$ cat src/rtl/npc_wbu.sv
// Writeback unit: accepts one EXU result per handshake, runs loads through the
// data-memory port with sign/zero extension, and issues a one-cycle RF write.
module npc_wbu #(
    parameter int WIDTH = 32
) (
    input  logic             clk,
    input  logic             rst_n,
    input  logic             in_valid,
    output logic             in_ready,
    input  logic [4:0]       in_rd_addr,
    input  logic             in_rd_wen,
    input  logic [WIDTH-1:0] in_result,
    input  logic             in_is_load,
    input  logic [2:0]       in_funct3,
    output logic             mem_req_valid,
    input  logic             mem_req_ready,
    output logic [WIDTH-1:0] mem_req_addr,
    input  logic             mem_rsp_valid,
    input  logic [WIDTH-1:0] mem_rsp_data,
    output logic             rf_we,
    output logic [4:0]       rf_rd_addr,
    output logic [WIDTH-1:0] rf_rd_data,
    output logic             commit,
    output logic             load_fault
);

    localparam logic [1:0] ST_IDLE = 2'd0;
    localparam logic [1:0] ST_REQ  = 2'd1;
    localparam logic [1:0] ST_WAIT = 2'd2;
    localparam logic [1:0] ST_WB   = 2'd3;

    localparam logic [2:0] F3_LB  = 3'b000;
    localparam logic [2:0] F3_LH  = 3'b001;
    localparam logic [2:0] F3_LW  = 3'b010;
    localparam logic [2:0] F3_LBU = 3'b100;
    localparam logic [2:0] F3_LHU = 3'b101;

    logic [1:0]       state_q,  state_d;
    logic [4:0]       rd_q,     rd_d;
    logic             wen_q,    wen_d;
    logic [WIDTH-1:0] result_q, result_d;
    logic [2:0]       funct3_q, funct3_d;
    logic             fault_q,  fault_d;

    // Misaligned halves/words and the unused funct3 codes all trap.
    function automatic logic load_is_fault(input logic [2:0] f3, input logic [1:0] b);
        logic flt;
        case (f3)
            F3_LB, F3_LBU: flt = 1'b0;
            F3_LH, F3_LHU: flt = b[0];
            F3_LW:         flt = (b != 2'b00);
            default:       flt = 1'b1;
        endcase
        return flt;
    endfunction

    function automatic logic [WIDTH-1:0] load_extract(
        input logic [2:0]       f3,
        input logic [1:0]       b,
        input logic [WIDTH-1:0] data
    );
        logic [7:0]       byte_v;
        logic [15:0]      half_v;
        logic [WIDTH-1:0] res;
        byte_v = data[{b, 3'b000} +: 8];
        half_v = data[{b[1], 4'b0000} +: 16];
        case (f3)
            F3_LB:   res = {{(WIDTH-8){byte_v[7]}}, byte_v};
            F3_LBU:  res = {{(WIDTH-8){1'b0}}, byte_v};
            F3_LH:   res = {{(WIDTH-16){half_v[15]}}, half_v};
            F3_LHU:  res = {{(WIDTH-16){1'b0}}, half_v};
            default: res = data;
        endcase
        return res;
    endfunction

    always_comb begin
        // NOTE: every signal gets a default here so no path leaves it unassigned and a latch is never inferred.
        state_d  = state_q;
        rd_d     = rd_q;
        wen_d    = wen_q;
        result_d = result_q;
        funct3_d = funct3_q;
        fault_d  = fault_q;

        case (state_q)
            ST_IDLE: begin
                if (in_valid) begin
                    rd_d     = in_rd_addr;
                    wen_d    = in_rd_wen;
                    result_d = in_result;
                    funct3_d = in_funct3;
                    fault_d  = 1'b0;
                    state_d  = ST_WB;
                    if (in_is_load) begin
                        if (load_is_fault(in_funct3, in_result[1:0])) begin
                            fault_d = 1'b1;
                        end else begin
                            state_d = ST_REQ;
                        end
                    end
                end
            end
            ST_REQ: begin
                // A response in the handshake cycle is not taken; it must arrive in WAIT.
                if (mem_req_ready) state_d = ST_WAIT;
            end
            ST_WAIT: begin
                if (mem_rsp_valid) begin
                    result_d = load_extract(funct3_q, result_q[1:0], mem_rsp_data);
                    state_d  = ST_WB;
                end
            end
            default: begin
                fault_d = 1'b0;
                state_d = ST_IDLE;
            end
        endcase
    end

    // NOTE: sequential state uses non-blocking assignments so all registers update together on the edge.
    always_ff @(posedge clk or negedge rst_n) begin
        if (!rst_n) begin
            state_q  <= ST_IDLE;
            rd_q     <= '0;
            wen_q    <= 1'b0;
            result_q <= '0;
            funct3_q <= '0;
            fault_q  <= 1'b0;
        end else begin
            state_q  <= state_d;
            rd_q     <= rd_d;
            wen_q    <= wen_d;
            result_q <= result_d;
            funct3_q <= funct3_d;
            fault_q  <= fault_d;
        end
    end

    assign in_ready      = (state_q == ST_IDLE);
    assign mem_req_valid = (state_q == ST_REQ);
    assign mem_req_addr  = {result_q[WIDTH-1:2], 2'b00};
    assign commit        = (state_q == ST_WB);
    assign load_fault    = commit & fault_q;
    assign rf_we         = commit & wen_q & (rd_q != 5'd0) & ~fault_q;
    assign rf_rd_addr    = rd_q;
    assign rf_rd_data    = result_q;

endmodule

$ cat config.mk
export PLATFORM = sky130hd
export DESIGN_NAME = npc_wbu
export DESIGN_NICKNAME = d
export VERILOG_FILES = /design/src/rtl/npc_wbu.sv
export SDC_FILE = /design/constraint.sdc
export NUM_CORES = 1
export LEC_CHECK = 0
export CAP_MARGIN = 0
export CELL_PAD_IN_SITES_DETAIL_PLACEMENT = 0
export CELL_PAD_IN_SITES_GLOBAL_PLACEMENT = 1
export CORE_MARGIN = 2
export CORE_UTILIZATION = 30
export CTS_BUF_LIST = sky130_fd_sc_hd__clkbuf_8
export DETAILED_ROUTE_END_ITERATION = 10
export PLACE_DENSITY_LB_ADDON = 0.1
export SETUP_SLACK_MARGIN = 0.02
export SKIP_CTS_REPAIR_TIMING = 1
export SLEW_MARGIN = 20
export SYNTH_ARGS = -nofsm -noshare
export SYNTH_HDL_FRONTEND = slang
export SYNTH_SLANG_ARGS = --single-unit
export TNS_END_PERCENT = 1
$ cat constraint.sdc
create_clock -name clk -period 2.6 [get_ports clk]
set_clock_uncertainty 0.1 [all_clocks]
set_input_delay 0.26 -clock clk [delete_from_list [all_inputs] [get_ports clk]]
set_output_delay 0.26 -clock clk [all_outputs]
set_load 0.03 [all_outputs]
==> out/metrics.cfg <==
[route]
detail_route.iter0.violations=104
first_pass_iters=4
drc=0
routed_wl_um=9989
routedWlPerCell_um=17.34
ant_nets=0
vias=2875
viasPerCell=4.991

[logic_synthesis]
avgSynthCellArea_um2=9.277
synth_cell_types=50
synth_seq_cells=44
syn_area_mm2=0.002997
synth_area_leaders=dfrtp_1 (37%), buf_4 (8.0%), mux2_2 (6.0%)
seq_area_frac_synth_pct=36.74
async_flop_share_pct=100.0
yosys.area.top_type_share_pct=36.74
synth_area_leader_cell=dfrtp_1
synth_edf_count=0
postSynthCellCount=323
yosysMostFrequentCell=dfrtp_1
synth_common_cells=dfrtp_1 (44), nand2_1 (34), buf_4 (32)
ys.flop_type=dfrtp_1
ys.warnings.count=0

[worst_setup_path]
timing.critical_path.buf_inv=1
critPathMaxFanout=9
r2r-end=rf_rd_data[9]
crit-reg2reg-launch=state_q[0]
reg2reg_slack_ns=0.26
crit_chain=inv_1 > ha_1 > nor2b_1 > or3_1 > nor3_2 > a311oi_1
worstSetupEndpointType=register
r2r_cells=6
critPathRequiredTime_ns=2.65
cpLargestDelayFamily=simple AND/OR/NAND/NOR gates
start_kind=register
path_class=register to register
critPathMaxStageDelay_ns=0.51
worstPathArrival_ns=2.39
slowest_stage=or3_1
worstSetupPathDepth=6

[final_layout]
diodes=0
drive_gt1_share_pct=11.74
nFillCells=962
fin_area_mm2=0.004554
final_nets=525
area_growth_pct=51.98

[grt]
grt.overflow.total=0
grt_max_degree=32
grt_pass1_vias=3035
grt_pass1_wl_um=16310
gr-usage-all-layers_pct=18.65
grt_antenna_before_repair=0

[power_and_ir_drop]
p_int_uw=3436
p_leak_uw=0.001811
ir_drop_v=0.0005708
power_density_mw_per_mm2=1506
switchingPower_uw=3421
power_frac_comb_pct=71.8
switching_share_pct=49.89
clkPwrFrac_pct=7.8
seq_power_share_pct=20.4

[floorplan]
fp.dieW_um=103.9
top_level_ports=153
design.core.area_mm2=0.009729
die_area_mm2=0.01080
rows=36
die_h_um=103.9
initial_core_util_pct=30.80

[status]
outcome=completed

[sta]
timing.final.crit_share_pct=90.13
rsz0062_at_grt=false
period_minus_slack_ns=2.344
tightest_slew_ns=0.5490
fin_tns_setup_ns=0
setup_viol=0
relSlewSlack_pct=63.20
hold_viol_final=0
report.final.slew_viol_count=0
fmax_ghz=0.4267

[clock_network]
cts_htree_levels=2
cts_root_buf=clkbuf_8
clk_path_buf_depth=2
path_clk_slew_ns=0.09
insertion_delay_ns=0.30
cts.sinks=44
cts_buffers=5
cts_tree=yes

[placed_design]
gp_congestion=0.8068
hpwl_um=7762
io_buffers=150
post_dp_cell_area_mm2=0.004437

[min_path]
min_path_type=input pin to async pin

[run]
cap_violations=0

==> sequential cells by signal, indices dropped and copies added, names as in the netlist <==
register,count
funct3_q,3
wen_q,1
fault_q,1
state_q,2
rf_rd_addr,5
rf_rd_data,32
==> layer usage <==
metal / track usage, % / wire length, µm / vias up
li1: - / - / 1366
met1: 25.43 / 4695 / 1398
met2: 31.02 / 4695 / 107
met3: 3.947 / 550 / 4
met4: 2.896 / 48 / 0
met5: 0 / 0 / -
==> logic make-up (layout without fill, tap and decap cells) <==
family | count (synthesis) | in the layout | share of synthesized area (%)
buffers and inverters | 64 | 183 | 12.69
muxes | 33 | 33 | 12.32
AOI/OAI and AO/OA | 66 | 66 | 18.87
and+or+nand+nor | 111 | 111 | 17.58
other | 1 | 2 | 0.1251
adders and majority gates | 4 | 4 | 1.670
DFF | 44 | 44 | 36.74
==> power groups by stage <==
| stage | sequential, µW | combinational [µW] | clock [µW] |
|---|---|---|---|
| detailed placement | 1420 | 4950 | 0 |
| CTS | 1410 | 4970 | 553 |
| global route | 1460 | 5270 | 578 |
| global placement | 1400 | 4920 | 0 |
| floorplan | 1910 | 2880 | 0 |
| finish | 1400 | 4920 | 534 |
==> worst max path at each step <==
stage / end / slack (ns) / from
after detailed placement: rf_rd_data[12] / 0.23 / state_q[0]
after floorplan: rf_rd_data[15] / 0.40 / state_q[0]
after CTS: rf_rd_data[14] / 0.22 / state_q[0]
after global routing: rf_rd_data[8] / 0.05 / state_q[0]
final: rf_rd_data[9] / 0.26 / state_q[0]
after global placement: rf_rd_data[14] / 0.28 / mem_rsp_data[31]
==> cells in the final DEF (no fill, tap or decap), drive strengths merged, types with 5 or more instances in the layout <==
master | Yosys | layout
clkdlybuf4s50 | 0 | 149
dfrtp | 44 | 44
nand2 | 34 | 34
nor2 | 29 | 29
nor3 | 22 | 22
mux2 | 18 | 18
a211oi | 18 | 18
mux2i | 14 | 14
inv | 12 | 13
buf | 41 | 13
a21oi | 10 | 10
nor2b | 7 | 7
a221oi | 7 | 7
o22a | 7 | 7
nand2b | 5 | 5
clkbuf | 11 | 5
==> final cells by class <==
| type | count | area, µm² | share of cell area (%) |
|---|---|---|---|
| Clock buffer | 5 | 68.82 | 1.511 |
| Clock inverter | 3 | 38.79 | 0.8516 |
| Inverter | 12 | 45.04 | 0.9890 |
| Multi-Input combinational cell | 216 | 1525 | 33.49 |
| Sequential cell | 44 | 1101 | 24.18 |
| Tap cell | 133 | 166.4 | 3.654 |
| Timing Repair Buffer | 163 | 1609 | 35.33 |
==> metrics by stage <==
step / worst slack [ns] / util (%) / hold slack (ns) / power (µW) / std cells
floorplan: 0.3972 / - / -0.1356 / 4793 / 324
global placement: 0.2790 / 45.60 / 0.1682 / 6323 / 567
detailed placement: 0.2259 / 45.60 / 0.1669 / 6371 / 567
CTS: 0.2184 / 46.71 / -0.1654 / 6932 / 575
global route: 0.04608 / 46.81 / 0.4239 / 7311 / 576
finish: 0.2565 / 46.81 / 0.3714 / 6857 / 576
Power figures use the tool's default switching activity.
